[config.mk]
export PLATFORM = sky130hd
export DESIGN_NAME = alu_exec_unit
export DESIGN_NICKNAME = d
export VERILOG_FILES = /design/src/rtl/alu_exec_unit.sv
export SDC_FILE = /design/constraint.sdc
export NUM_CORES = 1
export LEC_CHECK = 0
export BUFFER_PORTS_ARGS = -buffer_cell sky130_fd_sc_hd__clkbuf_2
export CORE_MARGIN = 1
export CORE_UTILIZATION = 43
export DETAILED_ROUTE_END_ITERATION = 6
export RECOVER_POWER = 25
export SYNTH_ARGS = -nofsm -noshare
export SYNTH_HDL_FRONTEND = slang
export SYNTH_SLANG_ARGS = --single-unit
[constraint.sdc]
create_clock -name clk -period 7.2 [get_ports clk]
set_clock_uncertainty 0.1 [all_clocks]
set_input_delay 0.72 -clock clk [delete_from_list [all_inputs] [get_ports clk]]
set_output_delay 0.72 -clock clk [all_outputs]
set_load 0.01 [all_outputs]
[src/rtl/alu_exec_unit.sv]
// ============================================================================
// Module   : alu_exec_unit
// Purpose  : ALU execution unit; single-cycle logic/shift/compare/add ops and
//            iterative MUL/DIV/MOD with registered result and done pulse.
// Revision : 1.0 - initial release
// ============================================================================
`default_nettype none

module alu_exec_unit #(
    parameter int WIDTH = 16
) (
    input  logic             clk,
    input  logic             rst,
    input  logic             start,
    input  logic             ADD_e,
    input  logic             SUB_e,
    input  logic             MUL_e,
    input  logic             DIV_e,
    input  logic             MOD_e,
    input  logic             MAX_e,
    input  logic             MIN_e,
    input  logic             NOT_e,
    input  logic             NAND_e,
    input  logic             XNOR_e,
    input  logic             SHL_e,
    input  logic             SHRL_e,
    input  logic             ROL_e,
    input  logic             ROR_e,
    input  logic             SLT_e,
    input  logic [WIDTH-1:0] op_a,
    input  logic [WIDTH-1:0] op_b,
    output logic [WIDTH-1:0] result,
    output logic             zero,
    output logic             err,
    output logic             done,
    output logic             busy
);

    localparam int                c_SHW     = $clog2(WIDTH);
    localparam logic [c_SHW-1:0]  c_CNT_MAX = c_SHW'(WIDTH - 1);
    localparam logic [1:0]        c_K_MUL   = 2'd0;
    localparam logic [1:0]        c_K_DIV   = 2'd1;
    localparam logic [1:0]        c_K_MOD   = 2'd2;

    typedef enum logic [1:0] {
        S_IDLE = 2'd0,
        S_ITER = 2'd1,
        S_DONE = 2'd2
    } state_t;

    state_t             r_state;
    state_t             w_state_nx;
    logic [c_SHW-1:0]   r_cnt;
    logic [1:0]         r_kind;
    logic [WIDTH-1:0]   r_acc;
    logic [WIDTH-1:0]   r_x;
    logic [WIDTH-1:0]   r_y;

    logic [14:0]        w_en;
    logic               w_onehot;
    logic [WIDTH-1:0]   w_single;
    logic [c_SHW-1:0]   w_shamt;
    logic [2*WIDTH-1:0] w_rol2;
    logic [2*WIDTH-1:0] w_ror2;
    logic [WIDTH:0]     w_dsh;
    logic [WIDTH:0]     w_ddiff;
    logic [WIDTH-1:0]   w_acc_nx;
    logic [WIDTH-1:0]   w_x_nx;
    logic [WIDTH-1:0]   w_y_nx;
    logic [WIDTH-1:0]   w_iter_res;
    logic               w_ld;
    logic [WIDTH-1:0]   w_ld_res;
    logic               w_ld_err;
    logic               w_start_iter;

    assign w_en = {SLT_e, ROR_e, ROL_e, SHRL_e, SHL_e, XNOR_e, NAND_e, NOT_e,
                   MIN_e, MAX_e, MOD_e, DIV_e, MUL_e, SUB_e, ADD_e};
    assign w_onehot = (w_en != '0) && ((w_en & (w_en - 15'd1)) == '0);

    // Rotates use a doubled operand so bits shifted out re-enter the other end.
    assign w_shamt = op_b[c_SHW-1:0];
    assign w_rol2  = {op_a, op_a} << w_shamt;
    assign w_ror2  = {op_a, op_a} >> w_shamt;

    always_comb begin
        w_single = '0;
        if (ADD_e)       w_single = op_a + op_b;
        else if (SUB_e)  w_single = op_a - op_b;
        else if (MAX_e)  w_single = ($signed(op_a) > $signed(op_b)) ? op_a : op_b;
        else if (MIN_e)  w_single = ($signed(op_a) < $signed(op_b)) ? op_a : op_b;
        else if (NOT_e)  w_single = ~op_a;
        else if (NAND_e) w_single = ~(op_a & op_b);
        else if (XNOR_e) w_single = ~(op_a ^ op_b);
        else if (SHL_e)  w_single = op_a << w_shamt;
        else if (SHRL_e) w_single = op_a >> w_shamt;
        else if (ROL_e)  w_single = w_rol2[2*WIDTH-1:WIDTH];
        else if (ROR_e)  w_single = w_ror2[WIDTH-1:0];
        else if (SLT_e)  w_single = {{(WIDTH-1){1'b0}}, ($signed(op_a) < $signed(op_b))};
    end

    // MUL: acc=product, x=multiplicand, y=multiplier.
    // DIV/MOD: acc=partial remainder, x=dividend shifting into quotient, y=divisor.
    assign w_dsh   = {r_acc, r_x[WIDTH-1]};
    assign w_ddiff = w_dsh - {1'b0, r_y};

    always_comb begin
        w_acc_nx = r_acc;
        w_x_nx   = r_x;
        w_y_nx   = r_y;
        if (r_kind == c_K_MUL) begin
            w_acc_nx = r_y[0] ? (r_acc + r_x) : r_acc;
            w_x_nx   = r_x << 1;
            w_y_nx   = r_y >> 1;
        end else if (!w_ddiff[WIDTH]) begin
            w_acc_nx = w_ddiff[WIDTH-1:0];
            w_x_nx   = {r_x[WIDTH-2:0], 1'b1};
        end else begin
            w_acc_nx = w_dsh[WIDTH-1:0];
            w_x_nx   = {r_x[WIDTH-2:0], 1'b0};
        end
    end

    assign w_iter_res = (r_kind == c_K_DIV) ? w_x_nx : w_acc_nx;

    always_ff @(posedge clk or posedge rst) begin
        if (rst) r_state <= S_IDLE;
        else     r_state <= w_state_nx;
    end

    always_comb begin
        w_state_nx   = r_state;
        w_ld         = 1'b0;
        w_ld_res     = '0;
        w_ld_err     = 1'b0;
        w_start_iter = 1'b0;
        case (r_state)
            S_IDLE: begin
                if (start) begin
                    if (!w_onehot) begin
                        w_state_nx = S_DONE;
                        w_ld       = 1'b1;
                        w_ld_err   = 1'b1;
                    end else if (MUL_e) begin
                        w_state_nx   = S_ITER;
                        w_start_iter = 1'b1;
                    end else if (DIV_e || MOD_e) begin
                        if (op_b == '0) begin
                            w_state_nx = S_DONE;
                            w_ld       = 1'b1;
                            w_ld_res   = DIV_e ? '1 : op_a;
                            w_ld_err   = 1'b1;
                        end else begin
                            w_state_nx   = S_ITER;
                            w_start_iter = 1'b1;
                        end
                    end else begin
                        w_state_nx = S_DONE;
                        w_ld       = 1'b1;
                        w_ld_res   = w_single;
                    end
                end
            end
            S_ITER: begin
                if (r_cnt == '0) begin
                    w_state_nx = S_DONE;
                    w_ld       = 1'b1;
                    w_ld_res   = w_iter_res;
                end
            end
            S_DONE:  w_state_nx = S_IDLE;
            default: w_state_nx = S_IDLE;
        endcase
    end

    always_ff @(posedge clk or posedge rst) begin
        if (rst) begin
            result <= '0;
            zero   <= 1'b1;
            err    <= 1'b0;
            r_cnt  <= '0;
            r_kind <= c_K_MUL;
            r_acc  <= '0;
            r_x    <= '0;
            r_y    <= '0;
        end else begin
            if (w_ld) begin
                result <= w_ld_res;
                zero   <= (w_ld_res == '0);
                err    <= w_ld_err;
            end
            if (w_start_iter) begin
                r_acc  <= '0;
                r_x    <= op_a;
                r_y    <= op_b;
                r_cnt  <= c_CNT_MAX;
                r_kind <= MUL_e ? c_K_MUL : (DIV_e ? c_K_DIV : c_K_MOD);
            end else if (r_state == S_ITER) begin
                r_acc <= w_acc_nx;
                r_x   <= w_x_nx;
                r_y   <= w_y_nx;
                r_cnt <= r_cnt - c_SHW'(1);
            end
        end
    end

    assign busy = (r_state != S_IDLE);
    assign done = (r_state == S_DONE);

endmodule

`default_nettype wire
==> flow_metrics.tcl <==
set metrics [dict create \
    synth-edff-count 0 \
    yosys.area.top_type_share 0.1565 \
    postCtsSetupBuffers 0 \
    ys.flop_type "dfrtp_1" \
    crit_type "reg2reg" \
    cp-end-kind "flip-flop" \
    post-route-drc-count 0 \
    dpl.hpwl_um 36860 \
    grtUsageTotal 0.3595 \
    holdWs_ns 0.4019 \
    stdcell_count 1877 \
    violations "max-capacitance violations, max-slew violations" \
    die_area_um2 27810 \
    crit_path_max_fanout 17 \
    avgViaCountPerCell 6.990 \
    antenna_found_initial 0 \
    layout_commonest_cell "nor2_1" \
    min_period_ns 5.304 \
    timing.rr.end "zero$_DFFE_PP1P_" \
    p_leak_nw 5.051 \
    placed_area_um2 12090 \
    syn_to_final_growth_pct 6.409 \
    timing.critical_path.cells "ha_1, inv_1, fa_1, a211oi_1, nor2_1, o21ai_1, a21oi_1, nor4_2, or2_1, mux2_1, a2111oi_2, and4_1, nand4_1, o41ai_2" \
    required_ns 7.35 \
    layout_common_cells "nor2_1 (159), nand2_1 (157), a21oi_1 (127), o21ai_0 (78), dfrtp_1 (73)" \
    yosysWarnings 0 \
    cts_max_path_buffers 2 \
    cts_root_buf "clkbuf_16" \
    coreArea_um2 26350 \
    syn_inst 1555 \
    reg2reg_from "r_y[0]$_DFFE_PP0P_" \
    crit_arrival_ns 5.46 \
    reg2regPathDepth 14 \
    synthesis.area_um2 11670 \
    drtAntennaViolNets 0 \
    slowest_stage "dfrtp_1" \
    syn_area_per_cell_um2 7.508 \
    cts_tree "done" \
    ctsHtreeMaxLevel 3 \
    cpPeakStageDelay_ns 0.85 \
    placed_cells 1861 \
    fmax_ghz 0.1885 \
    grt_overflow 0 \
    min_period_over_period 0.7367 \
    die_w_um 166.8 \
    rows 59 \
    start_util 0.4430 \
    yosysUniqueCellTypes 96 \
    powerDensity_nw_per_um2 126.9 \
    routed-via-count 13120 \
    rsz0062_at_grt "no" \
    io_pins 70 \
    cts_buffers 9 \
    firstDrtPassIters 6 \
    first_global_vias 12080 \
    tightest_slew_ns 4.187 \
    finalNetCount 1657 \
    clk_latency_ns 0.35 \
    drt_wl_total_um 50730 \
    slew-limit-headroom -1.791 \
    grt_max_degree 75 \
    die_y_um 166.8 \
    p_total_mw 1.576 \
    timing.setup.tns_ns 0 \
    gp_congestion 0.9967 \
    hold-path-endpoint "result[0]$_DFFE_PP0P_" \
    r2r_setup_slack_ns 1.90 \
    io_buffers 69 \
    final_area_um2 12420 \
    status "finished, violations left" \
    synthTopCellsByArea "dfrtp_1 (16%), ha_1 (7.1%), a21oi_1 (5.4%)" \
    hp-start "result[0]$_DFFE_PP0P_" \
    async_flop_share 1.000 \
    drtIter0Drc 1761 \
    hold_depth 1 \
    grt_pass1_wl_um 76680 \
    cap_viol_max_count 1 \
    max-vdd-ir-drop_mv 0.1210 \
    ys_seq_area_frac 0.1587 \
    ys_ff_latch 74 \
    hold_path_class "reg2reg" \
    critPathLaunchType "flip-flop" \
    cts_resized 0 \
    hold_buffers 0 \
    cp_top_family "simple AND/OR/NAND/NOR gates" \
    insertedDiodeCount 0 \
    cp.buffers_inverters 1 \
    clkSinkCount 74 \
    synth_top_area_cell "dfrtp_1" \
    clk_pin_slew_ns 0.07 \
    routedWlPerCell_um 27.03 \
    final-max-slew-violation-count 75 \
    finalSetupViolations 0 \
    hold_violations 0 \
    final_layout_size_suffix_gt1_frac 0.1349 \
    syn_nets 1675 \
]
## where the power goes
part / switching, mW / internal [mW]
Clock: 0.204 / 0.318
Sequential: 0.0100 / 0.428
Combinational: 0.402 / 0.214
## worst reg2reg max path, stage by stage (launching register included)
cell       delay, ns
dfrtp_1         0.85
ha_1            0.33
inv_1           0.06
fa_1            0.43
a211oi_1        0.23
nor2_1          0.13
o21ai_1         0.26
a21oi_1         0.15
nor4_2          0.51
or2_1           0.56
mux2_1          0.44
a2111oi_2       0.46
and4_1          0.27
nand4_1         0.11
o41ai_2         0.32
## sequential cells by signal (all words and copies together) (netlist names)
register  count
r_cnt         4
r_x          16
r_state       2
err           1
r_kind        2
result       16
r_y          16
r_acc        16
zero          1
## through the flow
step                setup WS, ns  utilization
floorplan                  2.575            -
global placement           2.001       0.4589
detailed placement         1.980       0.4589
CTS                        1.948       0.4716
global route               1.603       0.4714
finish                     1.896       0.4714
## layer usage
metal,vias to the layer above,global-route usage,share of wire
met5,-,0,0
li1,5832,-,-
met3,155,0.06226,0.11
met2,908,0.5585,0.44
met4,0,0.1486,0.046
met1,6226,0.4916,0.40
## how the worst max path moves through the flow
| stage | startpoint | endpoint | slack (ns) | cells after the start |
|---|---|---|---|---|
| 2_1_floorplan | op_b[3] | zero$_DFFE_PP1P_ | 2.57 | 17 |
| 3_3_place_gp | r_y[0]$_DFFE_PP0P_ | zero$_DFFE_PP1P_ | 2.00 | 14 |
| 3_5_place_dp | r_y[0]$_DFFE_PP0P_ | zero$_DFFE_PP1P_ | 1.98 | 14 |
| 4_1_cts | r_y[0]$_DFFE_PP0P_ | zero$_DFFE_PP1P_ | 1.95 | 14 |
| 5_1_grt | r_y[0]$_DFFE_PP0P_ | zero$_DFFE_PP1P_ | 1.60 | 14 |
| 6_report | r_y[0]$_DFFE_PP0P_ | zero$_DFFE_PP1P_ | 1.90 | 14 |
## cell usage after synthesis, types with 7 or more instances
cell type    n
a21o_1      11
nand4_1     19
xnor2_1     28
buf_1        7
a31oi_1     23
nand2_1    157
clkbuf_1    82
nor4_1      16
a2111oi_0   15
and3_1       8
o211ai_1    17
or2_2       10
dfrtp_1     73
mux4_2      19
nand3_1     35
ha_1        66
o22ai_1     18
a22oi_1     25
o221ai_1     8
o21a_1      14
or3_1       10
a221o_1     29
nor2_1     160
xor2_1      10
nor2b_1     18
a211oi_1    26
buf_2       30
nor3_1      51
inv_1       66
o31ai_1     14
a221oi_1    10
o21ai_0     79
mux2_2      35
mux2i_1     58
nand2b_1    22
a21oi_1    127
## cell families after synthesis
group                    after synthesis  share of synthesized area
adder cells (fa/ha/maj)               71                    0.07845
flip-flops                            74                     0.1587
AO/OA/AOI/OAI                        511                     0.3040
multiplexers                         127                     0.1426
XOR/XNOR                              38                    0.02851
buffers and inverters                197                    0.07202
AND/OR/NAND/NOR                      537                     0.2156
## area by class of cell
| cell class | instances | area [um^2] |
|---|---|---|
| Multi-Input combinational cell | 1284 | 8995 |
| Clock buffer | 10 | 239.0 |
| Fill cell | 2693 | 13930 |
| Inverter | 70 | 264.0 |
| Clock inverter | 6 | 95.09 |
| Sequential cell | 74 | 1853 |
| Timing Repair Buffer | 98 | 558.0 |
| Tap cell | 335 | 419.2 |
No activity file was read; power rests on OpenSTA's default activity.
